===== src/rtl/sw_filter_pulse.sv =====
// rtl/sw_filter_pulse.sv - switch-bus debouncer with edge pulses plus a strobe edge detector
module sw_filter_pulse #(
    parameter bit   P_SIM      = 1'b0,
    parameter int   P_DBUS_W   = 8,
    parameter logic P_INIT_VAL = 1'b0,
    parameter int   P_SAMP_CNT = 10000
) (
    input  logic                CLK,
    input  logic                RST,
    input  logic [P_DBUS_W-1:0] SW_I,
    input  logic                PULSE_I,
    output logic [P_DBUS_W-1:0] SW_O,
    output logic [P_DBUS_W-1:0] SW_RISE,
    output logic [P_DBUS_W-1:0] SW_FALL,
    output logic                PULSE_O
);

    // Simulation builds shrink the sample period so tests stay short.
    localparam int                  N    = P_SIM ? 16 : P_SAMP_CNT;
    localparam logic [15:0]         LAST = 16'(N - 1);
    localparam logic [P_DBUS_W-1:0] INIT = {P_DBUS_W{P_INIT_VAL}};

    logic [15:0]         cnt_q,   cnt_d;
    logic                samp_en;
    logic [P_DBUS_W-1:0] sync1_q, sync2_q;
    logic [P_DBUS_W-1:0] h0_q,    h0_d;
    logic [P_DBUS_W-1:0] h1_q,    h1_d;
    logic [P_DBUS_W-1:0] sw_q,    sw_d;
    logic [P_DBUS_W-1:0] rise_q,  rise_d;
    logic [P_DBUS_W-1:0] fall_q,  fall_d;
    logic [P_DBUS_W-1:0] all_hi,  all_lo;
    logic                p_q;
    logic                pulse_q, pulse_d;

    // Free-running sample counter; the terminal count is the sample strobe.
    // With N = 65536 the terminal count is 16'hFFFF and the +1 wraps by itself.
    assign samp_en = (cnt_q == LAST);

    // Next count: wrap to zero on the strobe, otherwise advance.
    always_comb begin
        cnt_d = samp_en ? 16'd0 : cnt_q + 16'd1;
    end

    // The three-sample window is the incoming synchronized sample plus the
    // two most recent stored samples, so the decision lands on the same edge
    // that shifts the new sample in.
    assign all_hi = sync2_q & h0_q & h1_q;
    assign all_lo = ~(sync2_q | h0_q | h1_q);

    // Filter decision, history shift and edge-pulse generation on each strobe.
    always_comb begin
        h0_d   = h0_q;
        h1_d   = h1_q;
        sw_d   = sw_q;
        rise_d = '0;
        fall_d = '0;
        if (samp_en) begin
            h0_d   = sync2_q;
            h1_d   = h0_q;
            rise_d = all_hi & ~sw_q;
            fall_d = all_lo & sw_q;
            sw_d   = (sw_q | rise_d) & ~fall_d;
        end
    end

    // Strobe edge detector: high for the first cycle PULSE_I is seen high.
    always_comb begin
        pulse_d = PULSE_I & ~p_q;
    end

    // All state registers; reset discards any partially built history and
    // clears the pulse outputs so reset itself never produces an edge.
    always_ff @(posedge CLK) begin
        if (RST) begin
            cnt_q   <= 16'd0;
            sync1_q <= INIT;
            sync2_q <= INIT;
            h0_q    <= INIT;
            h1_q    <= INIT;
            sw_q    <= INIT;
            rise_q  <= '0;
            fall_q  <= '0;
            p_q     <= 1'b0;
            pulse_q <= 1'b0;
        end else begin
            cnt_q   <= cnt_d;
            sync1_q <= SW_I;
            sync2_q <= sync1_q;
            h0_q    <= h0_d;
            h1_q    <= h1_d;
            sw_q    <= sw_d;
            rise_q  <= rise_d;
            fall_q  <= fall_d;
            p_q     <= PULSE_I;
            pulse_q <= pulse_d;
        end
    end

    assign SW_O    = sw_q;
    assign SW_RISE = rise_q;
    assign SW_FALL = fall_q;
    assign PULSE_O = pulse_q;

endmodule


===== config.mk =====
export PLATFORM = sky130hd
export DESIGN_NAME = sw_filter_pulse
export DESIGN_NICKNAME = d
export VERILOG_FILES = /design/src/rtl/sw_filter_pulse.sv
export SDC_FILE = /design/constraint.sdc
export NUM_CORES = 1
export LEC_CHECK = 0
export CAP_MARGIN = 20
export CELL_PAD_IN_SITES_DETAIL_PLACEMENT = 0
export CELL_PAD_IN_SITES_GLOBAL_PLACEMENT = 1
export CORE_ASPECT_RATIO = 1.25
export CORE_MARGIN = 8
export CORE_UTILIZATION = 37
export CTS_CLUSTER_DIAMETER = 50
export DETAILED_ROUTE_END_ITERATION = 6
export PLACE_DENSITY = 0.81
export SETUP_SLACK_MARGIN = 0.5
export SLEW_MARGIN = 20
export SYNTH_ARGS = -nofsm -noshare
export SYNTH_HDL_FRONTEND = slang
export SYNTH_SLANG_ARGS = --single-unit
export TNS_END_PERCENT = 20

===== constraint.sdc =====
create_clock -name CLK -period 1.6 [get_ports CLK]
set_input_delay 0.32 -clock CLK [delete_from_list [all_inputs] [get_ports CLK]]
set_output_delay 0.32 -clock CLK [all_outputs]
set_load 0.03 [all_outputs]

# [Word level (Yosys, flattened, before mapping)]
# Cells that the tools add are included.
[totals] mem_bits_rw=0 elab_cells=28 latch_bits=0 out_inout_bits=25 ff_bits=74 rom_bits=0 memories=0 inputBits=11
[op_classes] reduce_logical=2 n_bitwise=14 n_shift=0 mux=0 n_lt_le_gt_ge=0 multipliers=0 n_eq_ne=1 add_sub_neg=1 div_mod_pow=0
[ops] cell="$and 8x8->8" count=5
[ops] cell="$not 8->8" count=3
[ops] cell="$or 8x8->8" count=3
[ops] cell="$add 16x1->16 const B" count=1
[ops] cell="$eq 16x14->1 const B" count=1
[ops] cell="$reduce_or 2->1" count=2
[ops] cell="$not 1->1" count=2
[ops] cell="$and 1x1->1" count=1

# [Depth between registers and ports, before layout]
# Gate-level depths: netlist of run 1.
[depth] word_depth=6 ltp_mapped=6 depth_no_buf=5

# [Least setup slack after synthesis of run 1]
# OpenSTA, ideal clock, no wires.
[synth_path] path_kind="reg2reg" start="reg cnt_q[0]" end="reg h1_q[0]" path_stages_with_launch=7 arrival_time_ns=1.489 synth_period_minus_slack_ns=1.606 setup_time_ns=0.117 setup_slack_ns=-0.006 cell_sequence="dfxtp_1 > ha_1 > nand3_1 > o21ba_1 > buf_2 > buf_6 > a22o_1"
[synth_between] elab_chain_len=1
[synth_lines] item="start: declaration" line="23" text="logic [15:0] cnt_q, cnt_d;"
[synth_lines] item="start signal: assignment" line="86" text="cnt_q <= cnt_d;"
[synth_lines] item="$eq 16x14->1" line="37" text="assign samp_en = (cnt_q == LAST);"
[synth_lines] item="end signal: assignment" line="79" text="h1_q <= INIT;"
[synth_lines] item="end signal: assignment" line="90" text="h1_q <= h1_d;"
[synth_lines] item="end: declaration" line="27" text="logic [P_DBUS_W-1:0] h1_q, h1_d;"
# Every way passes these cells.
# A chain may end at the register's enable or synchronous reset.

# [Final worst setup path of run 1]
[layout_path] start="reg cnt_q[15]" end="reg fall_q[5], in the netlist SW_FALL[5]"
[layout_between] elab_chain_len=3
[layout_lines] item="$eq 16x14->1" line="37"
[layout_lines] item="$not 1->1 (no line)"
[layout_lines] item="$reduce_or 2->1 (no line)"
[layout_lines] item="end signal: assignment" line="93" text="fall_q <= fall_d;"
[layout_lines] item="end: declaration" line="30" text="logic [P_DBUS_W-1:0] fall_q, fall_d;"
# Every way passes these cells.

==> impl_metrics.tcl, run 1 <==
set metrics [dict create \
    avgViaCountPerCell 4.763 \
    setup_tns_ps 0 \
    cts_tree "built" \
    finalPower_mw 3.549 \
    io_pins 36 \
    first_pass_iters 4 \
    worst_path_max_delay_cell "dfxtp_2" \
    setup_viol 0 \
    gr-total-overflow 0 \
    postRouteAntennaNets 0 \
    critPathCapture "SW_FALL[5]" \
    core_um2 6892 \
    synth_top_area_cell "dfxtp_1" \
    ys_warn_count 0 \
    grt_pass1_wl_um 8211 \
    fin_nets 339 \
    area_delta_synth_final_pct 41.08 \
    max_slew_margin 0.7688 \
    fp-row-count 34 \
    synth_top_area_frac 0.5695 \
    first_global_vias 1859 \
    multi_input_area_um2 1095 \
    antenna_found_initial 0 \
    cp_cell_sequence "nor4b_4 > nand4b_1 > buf_6 > nor3_4 > buf_12 > buf_12 > and4_1" \
    place_ws_ps -7.200 \
    hpwl_um 3201 \
    powerDensity_nw_per_um2 967.0 \
    critPathLaunch "cnt_q[15]" \
    die_w_um 91.00 \
    worst-setup-path-type "reg -> reg" \
    r2r_end "SW_FALL[5]" \
    hold_class "reg -> reg" \
    dpl_cell_area_um2 3172 \
    skew_ps 8.540 \
    status "finished clean" \
    h-tree-depth 3 \
    dr_total_vias 2010 \
    r2r_start "cnt_q[15]" \
    drv_cap 0 \
    cp.arrival_ps 1850 \
    cts_inserted_buffers 9 \
    fin_area_um2 3670 \
    clk_latency_ps 340 \
    critPathCaptureType "flip-flop" \
    syn_nets 273 \
    synth_seq_cells 74 \
    wire_per_inst_um 12.46 \
    yosysSeqAreaShare 0.5695 \
    port_buffers 35 \
    grt_start_max_net_pins 41 \
    rrSetupSlack_ps 30 \
    critPathMaxFanout 10 \
    cts_root_buffer "clkbuf_8" \
    dieArea_um2 9986 \
    die_h_um 109.7 \
    period_share 0.9841 \
    synth_area_um2 2601 \
    drive_gt1_frac 0.2922 \
    syn_area_per_cell_um2 9.966 \
    synth_area_leaders "dfxtp_1 57%, a22o_1 8.1%, nor2_1 5.2%" \
    initial_core_util 0.3775 \
    critPathMostFrequentCell "buf_12" \
    fin_crit_ps 1575 \
    synth_cell_types 26 \
    ir_drop_v 0.0005583 \
    fillers 631 \
    hold_buffers 0 \
    place.gp.congestion 0.7034 \
    wl_um 5257 \
    drt-initial-drc-count 57 \
    p_leak_nw 1.417 \
    crit_path_max_incr_delay_ps 340 \
    grt.total_usage 0.1031 \
    syn_inst 261 \
    r2r_cells 7 \
    rsz0062_at_grt "true" \
    crit_path_start_kind "flip-flop" \
    worst_pin_slew_ps 345.8 \
    regArea_um2 1516 \
    final_hold_viol_count 0 \
    clk_pin_slew_ps 70 \
    diodes 0 \
    final.setup.worst_slack_ps 25.47 \
    clockBufferDepth 2 \
    fmax_ghz 0.6351 \
    slew_violations 0 \
    whs_ps 390.0 \
    drc_errors 0 \
    cts_sinks 74 \
    required_ps 1880 \
]
-- power breakdown --
part / switching, mW / internal [mW]
Clock: 0.626 / 0.925
Sequential: 0.0217 / 1.86
Combinational: 0.0487 / 0.0675
-- cells in the final DEF (no fill, tap or decap), types with 5 or more instances in the layout --
cell	count
a21oi_1	8
a22o_1	24
and3_1	8
and4_1	8
buf_4	21
buf_6	28
clkbuf_8	10
clkdlybuf4s50_1	10
dfxtp_1	56
dfxtp_2	13
dfxtp_4	5
inv_1	11
nand2_1	11
nor2_1	33
nor2b_1	16
o21ai_0	16
xnor2_1	13
-- synthesized netlist by cell type, drive strengths merged --
| library cell | number |
|---|---|
| dfxtp | 74 |
| nor2 | 36 |
| a22o | 24 |
| nor2b | 18 |
| o21ai | 16 |
| xnor2 | 13 |
| inv | 11 |
| nand2 | 11 |
| a21oi | 8 |
| and3 | 8 |
| and4 | 8 |
| buf | 7 |
| nor3 | 6 |
| nand3 | 5 |
| clkbuf | 3 |
| nand4 | 3 |
| nor4 | 3 |
| and2 | 1 |
| ha | 1 |
| nand4b | 1 |
| nor4b | 1 |
| o21ba | 1 |
| o21bai | 1 |
| xor2 | 1 |
-- worst min path at each step --
stage | from | end | slack, ps | cells past startpoint
floorplan | p_q | PULSE_O | 370 | 1
global placement | p_q | PULSE_O | 380 | 1
detailed placement | p_q | PULSE_O | 380 | 1
CTS | p_q | PULSE_O | 380 | 1
global route | p_q | PULSE_O | 420 | 1
finish | p_q | PULSE_O | 390 | 1
-- cells by family (layout without fill, tap and decap cells) --
kind of cell | after synthesis | in the layout | share of synthesized area
xor gates and xnor gates | 14 | 14 | 0.04714
buffers and inverters | 21 | 92 | 0.03848
and+or+nand+nor | 101 | 101 | 0.2064
DFF | 74 | 74 | 0.5695
adders and majority gates | 1 | 1 | 0.004809
AOI/OAI and AO/OA | 50 | 50 | 0.1337
-- metal layers --
| metal | vias up | part of all wire | wire length [um] | track usage |
|---|---|---|---|---|
| li1 | 1037 | - | - | - |
| met1 | 913 | 0.44 | 2312 | 0.1012 |
| met2 | 47 | 0.48 | 2542 | 0.1828 |
| met3 | 13 | 0.058 | 303 | 0.04303 |
| met4 | 0 | 0.019 | 99 | 0.05627 |
| met5 | - | 0 | 0 | 0 |
-- timing repair --
item / CTS / global route
setup buffers: 5 / 6
cloned: 0 / 2
pin swaps: 0 / 12
endpoints found under the setup margin: 80 / 81
resized for setup: 135 / 73
-- worst max-delay path, delay by kind of cell, from the launching register on --
| family | cells | cell delay [ps] |
|---|---|---|
| flops | 1 | 340 |
| simple gates | 4 | 750 |
| buf+inv | 3 | 420 |
-- flip-flops by register name, summed over array words and instances, names as in the netlist --
signal and cells:
cnt_q 16, SW_RISE 8, SW_FALL 8, h0_q 8
sync2_q 8, h1_q 8, p_q 1, PULSE_O 1
SW_O 8, sync1_q 8
-- final cells by class --
| class | count | share of cell area |
|---|---|---|
| Sequential cell | 74 | 0.4132 |
| Tap cell | 90 | 0.03069 |
| Clock buffer | 14 | 0.04160 |
| Timing Repair Buffer | 65 | 0.1885 |
| Inverter | 11 | 0.01125 |
| Multi-Input combinational cell | 166 | 0.2983 |
| Clock inverter | 2 | 0.01637 |
-- per-stage QoR --
stage	utilization	cells
floorplan	-	261
global route	0.5325	422
global placement	0.4602	393
finish	0.5325	422
detailed placement	0.4602	393
CTS	0.5020	414
Power figures use the tool's default switching activity.
==> inputs of run 2 (changes only) <==
- CTS_BUF_LIST: unset -> sky130_fd_sc_hd__clkbuf_16
- MAX_ROUTING_LAYER: unset -> met4
==> impl_metrics.tcl, run 2 (same netlist as run 1, synthesis figures left out) <==
set metrics [dict create \
    crit_path_max_incr_delay_ps 330 \
    initial_core_util 0.3775 \
    r2r_end "SW_O[7]" \
    period_share 1.001 \
    fin_crit_ps 1601 \
    crit_cells 7 \
    io_pins 36 \
    final.setup.worst_slack_ps -1.088 \
    dpl_cell_area_um2 3172 \
    first_global_vias 1863 \
    dr_total_vias 1965 \
    critPathCapture "SW_O[7]" \
    p_leak_nw 1.451 \
    setup_tns_ps -1.088 \
    fin_nets 334 \
    rrSetupSlack_ps -1 \
    crit_buf_inv 3 \
    grt_pass1_wl_um 8155 \
    first_pass_iters 4 \
    grt.total_usage 0.1061 \
    antenna_found_initial 0 \
    port_buffers 35 \
    die_h_um 109.7 \
    drt-initial-drc-count 62 \
    r2r_cells 7 \
    worst_pin_slew_ps 326.1 \
    core_um2 6892 \
    path_delay_family "simple AND/OR/NAND/NOR gates" \
    cts_inserted_buffers 9 \
    postRouteAntennaNets 0 \
    diodes 0 \
    drive_gt1_frac 0.2569 \
    clk_latency_ps 330 \
    clk_pin_slew_ps 50 \
    powerDensity_nw_per_um2 1094 \
    max_slew_margin 0.7820 \
    finalPower_mw 4.020 \
    wl_um 5056 \
    rsz0062_at_grt "true" \
    wire_per_inst_um 12.12 \
    die_w_um 91.00 \
    fin_area_um2 3674 \
    drc_errors 0 \
    avgViaCountPerCell 4.712 \
    hold_class "reg -> reg" \
    place_inst 393 \
    slew_violations 0 \
    cts_root_buffer "clkbuf_16" \
    critPathCaptureType "flip-flop" \
    critPathMaxFanout 20 \
    fmax_ghz 0.6246 \
    final_hold_viol_count 0 \
    r2r_start "cnt_q[15]" \
    largest_register_ffs 16 \
    cp_cell_sequence "nor4b_4 > nand4b_1 > buf_4 > nor3_4 > buf_12 > clkbuf_16 > a22o_1" \
    ir_drop_v 0.0006356 \
    violations "setup timing" \
    worst-setup-path-type "reg -> reg" \
    hpwl_um 3201 \
    clockBufferDepth 2 \
    whs_ps 388.4 \
    critPathLaunch "cnt_q[15]" \
    fin_cells 417 \
    dieArea_um2 9986 \
    largest_register "cnt_q" \
    cp.arrival_ps 1870 \
    cts_sinks 74 \
    place.gp.congestion 0.7112 \
    area_delta_synth_final_pct 41.22 \
    required_ps 1870 \
    fp-row-count 34 \
    drv_cap 0 \
    hold_start "p_q" \
    grt_start_max_net_pins 41 \
    gr-total-overflow 0 \
    skew_ps 4.013 \
    status "complete, but fails checks" \
    setup_viol 1 \
    mostFrequentLayoutCell "dfxtp_1" \
    worst_path_max_delay_cell "dfxtp_2" \
    cts_tree "built" \
    h-tree-depth 3 \
    crit_path_start_kind "flip-flop" \
    final_cell_mix "56 x dfxtp_1, 36 x nor2_1, 24 x a22o_1, 24 x buf_6, 19 x buf_4" \
]
run 2: cell count changes in the layout (fill, tap and decap cells not counted), sizes merged:
cell    previous run  this run
buf               52        47
clkbuf            16        11
inv               11        15
clkinv             0         1
run 2: stage by stage:
stage / util / setup slack [ps]
after floorplan: - / 110.7
after global placement: 0.4602 / 12.30
after detailed placement: 0.4602 / -7.200
after CTS: 0.5163 / 47.70
after global routing: 0.5330 / -97.01
final: 0.5330 / -1.088
run 2: worst min path at each step:
stage	to	slack [ps]	cells after the start
final	PULSE_O	390	1
after global routing	PULSE_O	420	1
after CTS	PULSE_O	380	1
after detailed placement	PULSE_O	380	1
after global placement	PULSE_O	380	1
after floorplan	PULSE_O	370	1
run 2: cell type report:
type,instances,area (um^2)
Clock buffer,9,225.2
Clock inverter,7,78.83
Tap cell,90,112.6
Timing Repair Buffer,60,646.9
Sequential cell,74,1516
Inverter,11,41.29
Multi-Input combinational cell,166,1052
Fill cell,630,3218
run 2: layer usage:
layer / routed length, um / track usage / vias up
met1: 2318 / 0.1024 / 886
met2: 2343 / 0.1776 / 40
met5: 0 / - / -
li1: - / - / 1028
met4: 138 / 0.07737 / 0
met3: 255 / 0.03484 / 11
run 2: power by group:
part / leakage [nW] / switching (mW) / internal, mW
Sequential: 0.611 / 0.0192 / 1.86
Clock: 0.162 / 0.694 / 1.34
Combinational: 0.678 / 0.0452 / 0.0627
Total: 1.45 / 0.759 / 3.26
run 2: repair_timing:
action	4_1_cts	5_1_grt
setup endpoints to repair	80	81
hold buffers	0	0
gates cloned	0	2
gates resized for setup	136	61
pin swaps	0	10
setup buffers	5	1
==> inputs of run 3 (changes only) <==
--- a/config.mk
+++ b/config.mk
@@ -7,3 +7,2 @@
 export LEC_CHECK = 0
-export CAP_MARGIN = 20
 export CELL_PAD_IN_SITES_DETAIL_PLACEMENT = 0
==> constraint.sdc (replaced) <==
create_clock -name CLK -period 1.6 [get_ports CLK]
set_input_delay 0.48 -clock CLK [delete_from_list [all_inputs] [get_ports CLK]]
set_output_delay 0.48 -clock CLK [all_outputs]
set_load 0.03 [all_outputs]
==> impl_metrics.tcl, run 3 (same netlist as run 1, synthesis figures left out) <==
set metrics [dict create \
    status "complete, but fails checks" \
    violations "setup timing" \
    period_share 1.024 \
    whs_ps 374.5 \
    drive_gt1_frac 0.2744 \
    power.switching_uw 735.6 \
    grt_start_max_net_pins 41 \
    grt_pass1_wl_um 7845 \
    io_pins 36 \
    port_buffers 35 \
    clk_pin_slew_ps 50 \
    r2r_start "cnt_q[15]" \
    fin_nets 336 \
    cts_sinks 74 \
    critPathLaunch "cnt_q[15]" \
    r2r_cells 7 \
    cp_cell_sequence "nor4b_4 > nand4b_1 > buf_4 > nor3_4 > buf_6 > buf_6 > a22o_1" \
    powerDensity_nw_per_um2 1058 \
    mostFrequentLayoutCell "dfxtp_1" \
    drc_errors 0 \
    final_cell_mix "53 x dfxtp_1, 36 x nor2_1, 27 x buf_6" \
    rrSetupSlack_ps -40 \
    critPathMaxFanout 10 \
    avgViaCountPerCell 4.758 \
    fillers 631 \
    gr-total-overflow 0 \
    h-tree-depth 3 \
    utilization 0.5269 \
    drt-initial-drc-count 140 \
    first_global_vias 1787 \
    rsz0062_at_grt "true" \
    holdPathEnd "PULSE_O" \
    critPathMostFrequentCell "buf_6" \
    core_um2 6892 \
    comb_power_share 0.028 \
    slew_violations 0 \
    largest_register "cnt_q" \
    wire_per_inst_um 11.83 \
    antenna_found_initial 0 \
    fmax_ghz 0.6103 \
    grt.total_usage 0.1006 \
    max_slew_margin 0.7662 \
    cts_tree "built" \
    worst_path_max_delay_cell "dfxtp_2" \
    cts_root_buffer "clkbuf_16" \
    die_w_um 91.00 \
    dr_total_vias 1989 \
    worst_pin_slew_ps 347.5 \
    hold_start "p_q" \
    internal_power_mw 3.106 \
    largest_register_ffs 16 \
    crit_path_max_incr_delay_ps 330 \
    clkPwrFrac 0.479 \
    dieArea_um2 9986 \
    min_path_cells 1 \
    hold_class "reg -> reg" \
    wl_um 4945 \
    first_pass_iters 6 \
    place.gp.congestion 0.7434 \
    cts_inserted_buffers 9 \
    seq_power_share 0.492 \
    worst-setup-path-type "reg -> reg" \
    required_ps 1860 \
    hpwl_um 3191 \
    drv_cap 0 \
    crit_path_start_kind "flip-flop" \
    critPathCaptureType "flip-flop" \
    ir_drop_v 0.0006850 \
    r2r_end "h0_q[2]" \
    postRouteAntennaNets 0 \
    hold_buffers 0 \
    clockBufferDepth 2 \
    skew_ps 4.509 \
    fp-row-count 34 \
    initial_core_util 0.3775 \
    swShare 0.1915 \
    area_delta_synth_final_pct 39.59 \
    final_hold_viol_count 0 \
    die_h_um 109.7 \
    cp.arrival_ps 1900 \
    fin_crit_ps 1639 \
    clk_latency_ps 320 \
    setup_viol 20 \
    final.setup.worst_slack_ps -38.54 \
    diodes 0 \
    p_leak_nw 1.439 \
]
## run 3: critical path, delay by kind of cell, from the launching register on
kind | cells | cell delay, ps
AOI/OAI and AO/OA | 1 | 130
buffers and inverters | 3 | 480
DFF | 1 | 330
and+or+nand+nor | 3 | 640
## run 3: layout make-up
cell class / count / area [um^2] / area share
flip-flops and latches: 74 / 1508 / 0.4152
multi-input cells: 166 / 1057 / 0.2912
repair buffers: 62 / 636.9 / 0.1754
clock buffers: 9 / 225.2 / 0.06203
well taps: 90 / 112.6 / 0.03101
clock inverters: 6 / 50.05 / 0.01378
inverters: 11 / 41.29 / 0.01137
## run 3: worst max path at each step
stage	to	slack [ps]
global placement	SW_FALL[4]	-160
global route	h0_q[2]	-100
finish	h0_q[2]	-40
detailed placement	SW_FALL[7]	-180
floorplan	h1_q[0]	110
CTS	SW_FALL[7]	20
## run 3: routing by layer
layer | global-route usage | routed length [um] | part of all wire | vias to the layer above
li1 | - | - | - | 1030
met1 | 0.1070 | 2305 | 0.47 | 903
met2 | 0.1625 | 2257 | 0.46 | 46
met3 | 0.03825 | 293 | 0.059 | 10
met4 | 0.04924 | 89 | 0.018 | 0
met5 | - | 0 | 0 | -
## run 3: power groups by stage
stage | Clock [mW] | Sequential [mW] | Combinational [mW]
after floorplan | 0 | 1.93 | 0.0518
after global placement | 0 | 1.93 | 0.103
after detailed placement | 0 | 1.93 | 0.105
after CTS | 1.90 | 1.89 | 0.105
after global routing | 1.98 | 1.89 | 0.118
final | 1.84 | 1.89 | 0.108
## run 3: metrics by stage
| step | setup TNS, ps | instance area (um^2) | power (mW) | worst slack, ps | instances |
|---|---|---|---|---|---|
| after CTS | 0 | 3522 | 3.890 | 18.63 | 415 |
| after global routing | -2373 | 3631 | 3.995 | -95.41 | 418 |
| after detailed placement | -5741 | 3222 | 2.033 | -183.1 | 400 |
| after global placement | -5053 | 3222 | 2.032 | -160.6 | 400 |
| final | -593.1 | 3631 | 3.842 | -38.54 | 418 |
| after floorplan | 0 | 2615 | 1.980 | 110.7 | 261 |
## run 3: timing repair
item                       4_1_cts  5_1_grt
gates resized for setup        128       68
setup buffers                    0        1
setup endpoints to repair       81       81
cloned                           0        2
pin swaps                        0        1
